--- config.mk ---
export PLATFORM = sky130hd
export DESIGN_NAME = packet_forwarder_flat
export DESIGN_NICKNAME = d
export VERILOG_FILES = /design/src/rtl/router_pkg.sv /design/src/rtl/packet_forwarder_if.sv /design/src/rtl/fwd_lat_timer.sv /design/src/rtl/packet_forwarder.sv /design/src/flat_wrapper.sv
export SDC_FILE = /design/constraint.sdc
export NUM_CORES = 1
export LEC_CHECK = 0
export ABC_AREA = 1
export BUFFER_PORTS_ARGS = -buffer_cell sky130_fd_sc_hd__clkbuf_2
export CAP_MARGIN = 20
export CELL_PAD_IN_SITES_DETAIL_PLACEMENT = 1
export CELL_PAD_IN_SITES_GLOBAL_PLACEMENT = 1
export CORE_UTILIZATION = 39
export CTS_CLUSTER_SIZE = 28
export DETAILED_ROUTE_END_ITERATION = 16
export PLACE_DENSITY = 0.94
export RECOVER_POWER = 50
export SLEW_MARGIN = 10
export SYNTH_ARGS = -nofsm -noshare
export SYNTH_HDL_FRONTEND = slang
export SYNTH_HIERARCHICAL = 1
export SYNTH_SLANG_ARGS = --single-unit
export TNS_END_PERCENT = 100
--- constraint.sdc ---
create_clock -name clk -period 2.7 [get_ports clk]
set_clock_uncertainty 0.2 [all_clocks]
set_input_delay 0.54 -clock clk [delete_from_list [all_inputs] [get_ports clk]]
set_output_delay 0.54 -clock clk [all_outputs]
set_load 0.02 [all_outputs]
--- src/rtl/router_pkg.sv ---
// Shared widths and forwarder state encoding for the router ingress path.
package router_pkg;

    localparam int N_PORTS = 4;
    localparam int PORT_W  = 2;
    localparam int ADDR_W  = 8;

    typedef enum logic [1:0] {
        IDLE,
        LOOKUP,
        HDR,
        BODY
    } fwd_state_t;

    function automatic logic [N_PORTS-1:0] port_onehot(input logic [PORT_W-1:0] port);
        logic [N_PORTS-1:0] r_mask;
        r_mask       = '0;
        r_mask[port] = 1'b1;
        return r_mask;
    endfunction

endpackage

--- src/rtl/packet_forwarder_if.sv ---
// Ingress byte stream plus shared-data, one-hot-valid egress stream of the forwarder.
interface packet_forwarder_if;
    import router_pkg::*;

    logic [ADDR_W-1:0]  in_data;
    logic               in_valid;
    logic               in_sop;
    logic               in_eop;
    logic               in_ready;

    logic [ADDR_W-1:0]  out_data;
    logic               out_sop;
    logic               out_eop;
    logic [N_PORTS-1:0] out_valid;
    logic [N_PORTS-1:0] out_ready;

    modport master (
        output in_data, in_valid, in_sop, in_eop, out_ready,
        input  in_ready, out_data, out_sop, out_eop, out_valid
    );

    modport slave (
        input  in_data, in_valid, in_sop, in_eop, out_ready,
        output in_ready, out_data, out_sop, out_eop, out_valid
    );

endinterface

--- src/rtl/fwd_lat_timer.sv ---
// Count-down timer covering the fixed latency of the routing table lookup.
module fwd_lat_timer #(
    parameter int unsigned LOOKUP_LAT = 2
) (
    input  logic clk,
    input  logic reset,
    input  logic load,
    input  logic en,
    output logic done
);

    localparam int unsigned CW = (LOOKUP_LAT < 1) ? 1 : $clog2(LOOKUP_LAT + 1);

    logic [CW-1:0] r_cnt;

    always_ff @(posedge clk or posedge reset) begin
        if (reset) begin
            r_cnt <= '0;
        end else if (load) begin
            r_cnt <= CW'(LOOKUP_LAT);
        end else if (en && (r_cnt != '0)) begin
            r_cnt <= r_cnt - CW'(1);
        end
    end

    assign done = (r_cnt == '0);

endmodule

--- src/rtl/packet_forwarder.sv ---
// Ingress stage: looks up the header address in the table, then streams the packet to one port.
module packet_forwarder
    import router_pkg::*;
#(
    parameter int unsigned LOOKUP_LAT = 2,
    parameter int unsigned CNT_W      = 16
) (
    input  logic              clk,
    input  logic              reset,
    input  logic              setup,
    input  logic [ADDR_W-1:0] cfg_addr,
    input  logic [PORT_W-1:0] cfg_port,
    output logic              rt_setup,
    output logic [ADDR_W-1:0] lkp_addr,
    output logic [PORT_W-1:0] lkp_p,
    input  logic [PORT_W-1:0] lkp_port,
    output logic [CNT_W-1:0]  pkt_count,
    output logic [CNT_W-1:0]  drop_count,
    packet_forwarder_if.slave bus
);

    fwd_state_t        r_state;
    fwd_state_t        w_next;
    logic [ADDR_W-1:0] r_hdr;
    logic              r_hdr_eop;
    logic [PORT_W-1:0] r_dest;
    logic [CNT_W-1:0]  r_pkt_count;
    logic [CNT_W-1:0]  r_drop_count;
    logic              w_hdr_take;
    logic              w_drop;
    logic              w_pkt_done;
    logic              w_in_lookup;
    logic              w_lat_done;

    assign w_in_lookup = (r_state == LOOKUP);

    fwd_lat_timer #(
        .LOOKUP_LAT(LOOKUP_LAT)
    ) u_lat_timer (
        .clk   (clk),
        .reset (reset),
        .load  (w_hdr_take),
        .en    (w_in_lookup),
        .done  (w_lat_done)
    );

    always_comb begin
        w_next        = r_state;
        w_hdr_take    = 1'b0;
        w_drop        = 1'b0;
        w_pkt_done    = 1'b0;
        rt_setup      = 1'b0;
        lkp_addr      = r_hdr;
        lkp_p         = '0;
        bus.in_ready  = 1'b0;
        bus.out_valid = '0;
        bus.out_data  = r_hdr;
        bus.out_sop   = 1'b0;
        bus.out_eop   = 1'b0;
        case (r_state)
            IDLE: begin
                if (setup) begin
                    rt_setup = 1'b1;
                    lkp_addr = cfg_addr;
                    lkp_p    = cfg_port;
                end else begin
                    bus.in_ready = 1'b1;
                    if (bus.in_valid) begin
                        if (bus.in_sop) begin
                            w_hdr_take = 1'b1;
                            w_next     = LOOKUP;
                        end else begin
                            w_drop = 1'b1;
                        end
                    end
                end
            end
            LOOKUP: begin
                if (w_lat_done) begin
                    w_next = HDR;
                end
            end
            HDR: begin
                bus.out_valid = port_onehot(r_dest);
                bus.out_sop   = 1'b1;
                bus.out_eop   = r_hdr_eop;
                if (bus.out_ready[r_dest]) begin
                    w_next     = r_hdr_eop ? IDLE : BODY;
                    w_pkt_done = r_hdr_eop;
                end
            end
            BODY: begin
                // Passthrough: in_sop is deliberately ignored here.
                bus.out_data = bus.in_data;
                bus.out_eop  = bus.in_eop;
                bus.in_ready = bus.out_ready[r_dest];
                if (bus.in_valid) begin
                    bus.out_valid = port_onehot(r_dest);
                    if (bus.out_ready[r_dest] && bus.in_eop) begin
                        w_pkt_done = 1'b1;
                        w_next     = IDLE;
                    end
                end
            end
            default: w_next = IDLE;
        endcase
    end

    always_ff @(posedge clk or posedge reset) begin
        if (reset) begin
            r_state      <= IDLE;
            r_hdr        <= '0;
            r_hdr_eop    <= 1'b0;
            r_dest       <= '0;
            r_pkt_count  <= '0;
            r_drop_count <= '0;
        end else begin
            r_state <= w_next;
            if (w_hdr_take) begin
                r_hdr     <= bus.in_data;
                r_hdr_eop <= bus.in_eop;
            end
            if (w_in_lookup && w_lat_done) begin
                r_dest <= lkp_port;
            end
            if (w_pkt_done) begin
                r_pkt_count <= r_pkt_count + CNT_W'(1);
            end
            if (w_drop) begin
                r_drop_count <= r_drop_count + CNT_W'(1);
            end
        end
    end

    assign pkt_count  = r_pkt_count;
    assign drop_count = r_drop_count;

endmodule

--- src/flat_wrapper.sv ---
// flat-port wrapper written by rule: the top's interface ports become plain ports
module packet_forwarder_flat import router_pkg::*;
#(
    parameter int unsigned LOOKUP_LAT = 2,
    parameter int unsigned CNT_W      = 16
)
  (clk, reset, setup, cfg_addr, cfg_port, rt_setup, lkp_addr, lkp_p, lkp_port, pkt_count, drop_count, bus_in_data, bus_in_valid, bus_in_sop, bus_in_eop, bus_out_ready, bus_in_ready, bus_out_data, bus_out_sop, bus_out_eop, bus_out_valid);
  packet_forwarder_if bus_i ();
  input  logic clk;
  input  logic reset;
  input  logic setup;
  input  logic [ADDR_W-1:0] cfg_addr;
  input  logic [PORT_W-1:0] cfg_port;
  output logic rt_setup;
  output logic [ADDR_W-1:0] lkp_addr;
  output logic [PORT_W-1:0] lkp_p;
  input  logic [PORT_W-1:0] lkp_port;
  output logic [CNT_W-1:0] pkt_count;
  output logic [CNT_W-1:0] drop_count;
  input wire logic [$bits(bus_i.in_data)-1:0] bus_in_data;
  input wire logic [$bits(bus_i.in_valid)-1:0] bus_in_valid;
  input wire logic [$bits(bus_i.in_sop)-1:0] bus_in_sop;
  input wire logic [$bits(bus_i.in_eop)-1:0] bus_in_eop;
  input wire logic [$bits(bus_i.out_ready)-1:0] bus_out_ready;
  output wire logic [$bits(bus_i.in_ready)-1:0] bus_in_ready;
  output wire logic [$bits(bus_i.out_data)-1:0] bus_out_data;
  output wire logic [$bits(bus_i.out_sop)-1:0] bus_out_sop;
  output wire logic [$bits(bus_i.out_eop)-1:0] bus_out_eop;
  output wire logic [$bits(bus_i.out_valid)-1:0] bus_out_valid;
  assign bus_i.in_data = bus_in_data;
  assign bus_i.in_valid = bus_in_valid;
  assign bus_i.in_sop = bus_in_sop;
  assign bus_i.in_eop = bus_in_eop;
  assign bus_i.out_ready = bus_out_ready;
  assign bus_in_ready = bus_i.in_ready;
  assign bus_out_data = bus_i.out_data;
  assign bus_out_sop = bus_i.out_sop;
  assign bus_out_eop = bus_i.out_eop;
  assign bus_out_valid = bus_i.out_valid;
  packet_forwarder #(.LOOKUP_LAT(LOOKUP_LAT), .CNT_W(CNT_W)) u_core (.clk(clk), .reset(reset), .setup(setup), .cfg_addr(cfg_addr), .cfg_port(cfg_port), .rt_setup(rt_setup), .lkp_addr(lkp_addr), .lkp_p(lkp_p), .lkp_port(lkp_port), .pkt_count(pkt_count), .drop_count(drop_count), .bus(bus_i));
endmodule
==> results of run 1 <==
==> stage by stage <==
| stage | setup slack [ns] | instance area [um^2] | utilization | std cells | total power, mW |
|---|---|---|---|---|---|
| 4_1_cts | 0.0492 | 3640 | 0.497 | 622 | 3.43 |
| 3_3_place_gp | 0.355 | 3500 | 0.477 | 613 | 2.68 |
| 5_1_grt | 0.00311 | 3610 | 0.493 | 622 | 3.67 |
| 2_1_floorplan | 0.256 | 2980 | - | 432 | 2.23 |
| 3_5_place_dp | 0.177 | 3500 | 0.477 | 613 | 2.79 |
| 6_report | 0.197 | 3610 | 0.493 | 622 | 3.39 |
==> final cells by class <==
cell class	count	share of cell area
tap	99	0.0343
clock buffer	6	0.0201
clock inverter	2	0.0166
sequential	47	0.326
timing repair buffer	91	0.120
multi-input combinational	325	0.427
inverter	52	0.0568
==> synthesized netlist by cell type, drive strengths merged <==
cell | number | area (um^2)
o21ai | 41 | 209
clkinv | 1 | 3.75
nor3b | 1 | 12.5
a21oi | 6 | 30.0
clkbuf | 1 | 3.75
inv | 51 | 196
buf | 7 | 60.1
xnor2 | 6 | 52.6
ha | 8 | 100
nor2 | 45 | 174
nand3 | 23 | 130
or2 | 1 | 6.26
nor3 | 6 | 35.0
nand3b | 1 | 7.51
nand2 | 171 | 662
nand4 | 8 | 50.1
dfrtp | 47 | 1180
xor2 | 8 | 70.1
==> worst reg2reg max path: cells and delay by family, from the launching register on <==
family	cells	cell delay, ns
fa+ha+maj	1	0.25
buf+inv	2	0.33
flops	1	0.43
simple gates	4	0.77
==> state kept, by name, indices dropped and copies added (netlist names) <==
register	flops
u_core/drop_count	16
u_core/u_lat_timer/r_cnt	2
u_core/pkt_count	16
u_core/r_dest	2
u_core/r_hdr_eop	1
u_core/r_state	2
u_core/r_hdr	8
==> layer usage <==
layer  vias to the layer above  wire (um)
li1                       1523          -
met1                      1484       3770
met2                        68       4600
met3                         9        270
met4                         0        102
met5                         -          0
==> power by group through the flow <==
| stage | Sequential (mW) | Clock [mW] | Combinational, mW |
|---|---|---|---|
| after floorplan | 1.22 | 0 | 1.01 |
| after global placement | 1.14 | 0 | 1.55 |
| after detailed placement | 1.16 | 0 | 1.63 |
| after CTS | 1.15 | 0.634 | 1.65 |
| after global routing | 1.18 | 0.659 | 1.83 |
| final | 1.14 | 0.620 | 1.63 |
==> worst max path at each step <==
| stage | start | end | cells past startpoint |
|---|---|---|---|
| after detailed placement | u_core/r_state[0]$_DFFE_PP0P_ | lkp_addr[0] | 6 |
| final | u_core/r_state[1]$_DFFE_PP0P_ | lkp_addr[1] | 6 |
| after CTS | u_core/r_state[0]$_DFFE_PP0P_ | lkp_addr[0] | 6 |
| after floorplan | u_core/r_state[0]$_DFFE_PP0P_ | lkp_addr[0] | 6 |
| after global routing | u_core/r_state[0]$_DFFE_PP0P_ | lkp_addr[6] | 6 |
| after global placement | u_core/r_state[0]$_DFFE_PP0P_ | lkp_addr[7] | 6 |
==> cells by family after synthesis <==
kind of cell / after synthesis / synth area share
and+or+nand+nor: 256 / 0.362
DFF: 47 / 0.395
adders and majority gates: 8 / 0.0336
AOI/OAI and AO/OA: 47 / 0.0802
buffers and inverters: 60 / 0.0886
xor gates and xnor gates: 14 / 0.0412
==> what timing repair did <==
item / 4_1_cts / 5_1_grt
pin swaps: 0 / 0
gates resized for setup: 1 / 3
hold buffers: 1 / 0
endpoints found under the setup margin: 8 / 8
hold endpoints to repair: 2 / 0
==> metrics.md, run 1 <==
| Metric | Value |
|---|---|
| Status | `finished, final reports clean` |
| Drt via density | `a little under 5` |
| HPWL after detailed placement | `around 6600 um` |
| FILL cells | `~1000` |
| Fin crit share | `0.927` |
| CP Buf/Inv Count | `3` |
| Critical path class | `reg2out` |
| Initial Utilization | `0.406` |
| Wirelength per Cell | `14.1 um` |
| Worst EP required | `1.96 ns` |
| Nets | `560` |
| Clock root cell | `clkbuf_8` |
| End of the worst hold path | `u_core/r_hdr[1]$_DFFE_PP0P_` |
| Clock buffer depth | `2` |
| Critical-path top delay cell | `dfrtp_1` |
| Number of global-route vias before repair | `~3300` |
| Die H | `89.4 um` |
| DRT iter0 DRCs | `86` |
| Clk Latency, worst-skew pair | `between 0.3 and 0.4 ns` |
| # setup viols final | `0` |
| First-pass GRT wire length | `14800 um` |
| Worst r2r src | `u_core/r_state[1]$_DFFE_PP0P_` |
| TritonCTS clock tree | `done` |
| Clock-pin slew on the worst setup and hold paths | `around 0.090 ns` |
| Min-Delay Path Class | `in2reg` |
| IO buf count | `87` |
| Worst slew pin tran | `1.18 ns` |
| Setup TNS | `0 ns` |
| Count of final hold-check violations | `0` |
| Hold Path Depth | `3` |
| N_diodes | `0` |
| Net switching power of the design | `between 1.5 and 2 mW` |
| Slew headroom | `0.213` |
| Library cells used by synthesis | `30` |
| Register area share after synthesis | `0.395` |
| Postcts setup bufs | `0` |
| Largest net degree at the start of global routing | `46` |
| Reg2reg end | `u_core/u_lat_timer/r_cnt[0]$_DFFE_PP0P_` |
| Worst setup EP type | `output pin` |
| Routed Antenna Nets | `0` |
| Crit start category | `register` |
| Die area | `approximately 0.0080 mm^2` |
| Reg2Reg Depth | `7` |
| Net Sw Frac | `0.475` |
| Global Route met3 Usage | `0.0351` |
| Met2 Usage GRT | `0.464` |
| Hold slack | `0.258 ns` |
| Layout cells sized above 1 | `0.170` |
| Overall global routing resource usage | `0.241` |
| Worst-path cell chain | `inv_1 > ha_1 > nand2_2 > clkinv_4 > o21ai_0 > clkbuf_2` |
| I/O pins | `88` |
| Routed via count | `approximately 3100` |
| GRT Max-Usage Layer | `met2` |
| Pwr per Cell Area | `~940 mW/mm^2` |
| CTS Sinks | `47` |
| Combinational power share | `0.480` |
| Cell area after synthesis | `slightly below 0.003 mm^2` |
| Reg power frac | `0.337` |
| Die X | `roughly 89 um` |
| Cell Int Power | `1.78 mW` |
| Gr ovfl total | `0` |
| Hold path start | `bus_in_data[1]` |
| Warnings from Yosys | `6` |
| CP Max Fanout | `17` |
| Row count | `31` |
| MaxCap Viol Count | `0` |
| H-tree depth | `2` |
| FF/Latch Area | `roughly 0.0012 mm^2` |
| Routed wire length | `8740 um` |
| Leakage power | `1.80 nW` |
| Final GP Congestion | `roughly 0.9` |
| Final min period | `~2.5 ns` |
| Mapped Nets | `470` |
| R2r setup slk | `slightly above 0.6 ns` |
| Synth Register Bits | `47` |
| Initial antenna violation count | `0` |
| Worst Path Arrival | `roughly 1.8 ns` |
| Area delta synth->final | `21.2%` |
| Fmax | `approximately 0.40 GHz` |
| Final Max Slew Viols | `0` |
| Drt first pass iters | `4` |
| DR DRC count | `0` |
| Peak VDD IR | `~0.00044 V` |
| Core ar. | `0.00733 mm^2` |
| Crit-path max cell delay | `about 0.41 ns` |
| Top delay family on crit path | `buffers and inverters` |
| RSZ-0062 raised after global routing | `false` |
| Clk network pwr share | `0.183` |
| Multi-input gate area | `roughly 0.0015 mm^2` |
| Number of buffers created by CTS | `5` |
| Commonest cells after routing, fill and taps aside | `nand2_1 (166), clkbuf_2 (61), dfrtp_1 (47)` |
| Most common cell after layout, fill and taps aside | `nand2_1` |
| Met1 Usage GRT | `0.275` |
| Syn avg cell area | `about 6.9 um^2` |
| Mapped Cells | `432` |
No activity file was read; power rests on OpenSTA's default activity.
==> run 2: changes to the inputs <==
--- a/config.mk
+++ b/config.mk
@@ -6,14 +6,15 @@
 export NUM_CORES = 1
 export LEC_CHECK = 0
 export ABC_AREA = 1
+export ABC_CLOCK_PERIOD_IN_PS = 2150
 export BUFFER_PORTS_ARGS = -buffer_cell sky130_fd_sc_hd__clkbuf_2
 export CAP_MARGIN = 20
 export CELL_PAD_IN_SITES_DETAIL_PLACEMENT = 1
 export CELL_PAD_IN_SITES_GLOBAL_PLACEMENT = 1
-export CORE_UTILIZATION = 39
+export CORE_UTILIZATION = 33
 export CTS_CLUSTER_SIZE = 28
 export DETAILED_ROUTE_END_ITERATION = 16
-export PLACE_DENSITY = 0.94
+export PLACE_DENSITY = 0.85
 export RECOVER_POWER = 50
 export SLEW_MARGIN = 10
 export SYNTH_ARGS = -nofsm -noshare
==> constraint.sdc (replaced) <==
create_clock -name clk -period 2.15 [get_ports clk]
set_clock_uncertainty 0.2 [all_clocks]
set_input_delay 0.43 -clock clk [delete_from_list [all_inputs] [get_ports clk]]
set_output_delay 0.43 -clock clk [all_outputs]
set_load 0.005 [all_outputs]
==> run 2 against run 1 <==
  * The flow now finishes with violations (negative setup slack)
  * Non-clock buffer count grew 12
  * Core utilization shrank 5.1 points
  * Clock power shrank 12%
  * Via count grew 2.5%
  * Setup slack lost 0.22 ns
  * Wire length grew 5.6%
  * Critical path depth shrank 2
  * Final area grew 6.5%
  * Register-to-register slack lost 0.45 ns
  * Clock-buffer cell count is the same
  * Largest power group unchanged
==> metrics.md, run 2 (synthesized netlist as in run 1, its figures left out) <==
| Metric | Value |
|---|---|
| Status | `finished with violations` |
| Final GP Congestion | `0.798` |
| Largest net degree at the start of global routing | `24` |
| Count of final hold-check violations | `0` |
| Clock buffer depth | `2` |
| Crit start category | `register` |
| Die H | `97.0 um` |
| Routed Antenna Nets | `0` |
| Clk network pwr share | `0.137` |
| Routed via count | `3160` |
| FF/Latch Area | `between 0.001 and 0.0015 mm^2` |
| Overall global routing resource usage | `0.197` |
| Combinational power share | `0.500` |
| Worst r2r src | `u_core/r_state[1]$_DFFE_PP0P_` |
| H-tree depth | `2` |
| Worst setup EP type | `output pin` |
| Drt via density | `approximately 5` |
| Fin crit share | `1.01` |
| Initial Utilization | `0.342` |
| Hold slack | `approximately 0.16 ns` |
| Reg2reg end | `u_core/r_state[1]$_DFFE_PP0P_` |
| TritonCTS clock tree | `done` |
| Clock-pin slew on the worst setup and hold paths | `roughly 0.090 ns` |
| Final min period | `2.18 ns` |
| Critical-path top delay cell | `dfrtp_2` |
| Crit-path max cell delay | `around 0.47 ns` |
| Drt first pass iters | `4` |
| End of the worst hold path | `u_core/r_hdr[7]$_DFFE_PP0P_` |
| CP Buf/Inv Count | `2` |
| Area delta synth->final | `29.1%` |
| Fmax | `approximately 0.46 GHz` |
| I/O pins | `88` |
| Final setup margin | `-0.0268 ns` |
| Initial antenna violation count | `0` |
| First-pass GRT wire length | `between 15000 and 20000 um` |
| DRT iter0 DRCs | `36` |
| CTS Sinks | `between 40 and 50` |
| Final Max Slew Viols | `0` |
| HPWL after detailed placement | `between 6000 and 7000 um` |
| IO buf count | `87` |
| Nets | `between 500 and 600` |
| Reg2Reg Depth | `10` |
| Worst-path cell chain | `ha_4 > buf_6 > o21ai_0 > clkbuf_2` |
| Layout cells sized above 1 | `0.265` |
| Commonest cells after routing, fill and taps aside | `nand2_1 (159), clkbuf_2 (69), inv_1 (45), dfrtp_1 (45), nor2_1 (41)` |
| # setup viols final | `1` |
| Die area | `~0.0094 mm^2` |
| N_diodes | `0` |
| Routed wire length | `between 9000 and 10000 um` |
| Net switching power of the design | `between 1.5 and 2 mW` |
| Worst EP required | `between 1.5 and 2 ns` |
| Final core occ | `0.441` |
| Hold path start | `bus_in_data[7]` |
| R2r setup slk | `~0.16 ns` |
| Top delay family on crit path | `flip-flops` |
| Hold Path Depth | `3` |
| DR DRC count | `0` |
| Multi-input gate area | `0.00166 mm^2` |
| RSZ-0062 raised after global routing | `true` |
| Wirelength per Cell | `~14 um` |
| Post-place setup slack | `-0.122 ns` |
| Die X | `around 97 um` |
| Number of buffers created by CTS | `5` |
| Leakage power | `about 1.9 nW` |
| Gr ovfl total | `0` |
| Pwr per Cell Area | `between 1000 and 1500 mW/mm^2` |
| Slew headroom | `0.597` |
| Post-route cell area | `~0.0038 mm^2` |
| Placed inst area | `between 0.003 and 0.004 mm^2` |
| Net Sw Frac | `0.438` |
| Clock root cell | `clkbuf_8` |
| Reg power frac | `0.363` |
| Number of global-route vias before repair | `~3300` |
| Most common cell after layout, fill and taps aside | `nand2_1` |
| CP Max Fanout | `18` |
| Total power | `about 4 mW` |
| Peak VDD IR | `about 0.00059 V` |
| FILL cells | `between 1000 and 1500` |
| Core ar. | `0.00872 mm^2` |
| MaxCap Viol Count | `0` |
| Row count | `34` |
| Failing checks | `negative setup slack` |
| Worst Path Arrival | `1.55 ns` |
| Min-Delay Path Class | `in2reg` |
| Worst slew pin tran | `approximately 0.60 ns` |
| Cell Int Power | `2.25 mW` |
| Clk Latency, worst-skew pair | `roughly 0.30 ns` |
| Critical path class | `reg2out` |
## run 2: cell types whose count changed in the layout (fill, tap and decap cells not counted), moves of 5 or more
| cell | before | now |
|---|---|---|
| buf_4 | 2 | 11 |
| clkbuf_2 | 61 | 69 |
| o21ai_2 | 1 | 6 |
| nand2_2 | 3 | 8 |
| o21ai_0 | 38 | 27 |
| buf_2 | 0 | 9 |
| nand2_1 | 166 | 159 |
| clkbuf_1 | 28 | 10 |
| o21ai_1 | 2 | 8 |
## run 2: repair_timing
item                                   in CTS  in global routing
hold buffers                                1                  0
buffers inserted                            3                  6
setup endpoints to repair                  25                 23
pin swaps                                   0                  2
gates cloned                                1                  1
endpoints found under the hold margin      12                  0
gates resized for setup                    18                 46
## run 2: stage by stage
step / TNS [ns] / instances
after detailed placement: -0.766 / 625
after floorplan: 0 / 432
after global routing: -0.257 / 644
after CTS: 0 / 637
after global placement: 0 / 625
final: -0.0268 / 644
## run 2: tightest hold or removal path, delay by kind of cell
| kind | cells | cell delay, ns |
|---|---|---|
| buffers and inverters | 1 | 0.09 |
| AOI/OAI and AO/OA | 1 | 0.06 |
| and+or+nand+nor | 1 | 0.04 |
## run 2: worst max path at each step
stage	start	slack (ns)	depth (start not counted)	endpoint
after CTS	u_core/r_dest[0]$_DFFE_PP0P_	0.01	8	bus_in_ready
after floorplan	u_core/r_state[0]$_DFFE_PP0P_	0.16	6	lkp_addr[0]
after detailed placement	u_core/r_state[0]$_DFFE_PP0P_	-0.12	6	lkp_addr[7]
after global placement	u_core/r_state[0]$_DFFE_PP0P_	0.04	6	lkp_addr[6]
after global routing	u_core/r_state[0]$_DFFE_PP0P_	-0.06	4	bus_out_data[0]
final	u_core/r_state[0]$_DFFE_PP0P_	-0.03	4	bus_out_data[0]
## run 2: area by class of cell
cell class	count	area share
Multi-Input combinational cell	325	0.433
Clock buffer	6	0.0215
Timing Repair inverter	2	0.00585
Sequential cell	47	0.306
Inverter	52	0.0553
Timing Repair Buffer	103	0.142
Tap cell	108	0.0351
Clock inverter	1	0.00130
## run 2: power by group through the flow
| stage | Combinational [mW] | Clock, mW | Sequential [mW] |
|---|---|---|---|
| final | 2.00 | 0.548 | 1.45 |
| after global routing | 2.24 | 0.608 | 1.50 |
| after CTS | 1.79 | 0.571 | 1.44 |
| after detailed placement | 1.65 | 0 | 1.46 |
| after global placement | 1.57 | 0 | 1.43 |
| after floorplan | 1.01 | 0 | 1.39 |
## run 2: routing by layer
metal  vias to the layer above  share of wire  global-route usage
met2                        48           0.54               0.364
met5                         -              0                   0
li1                       1558              -                   -
met1                      1546           0.42               0.237
met3                         8          0.023              0.0347
met4                         0          0.014              0.0448
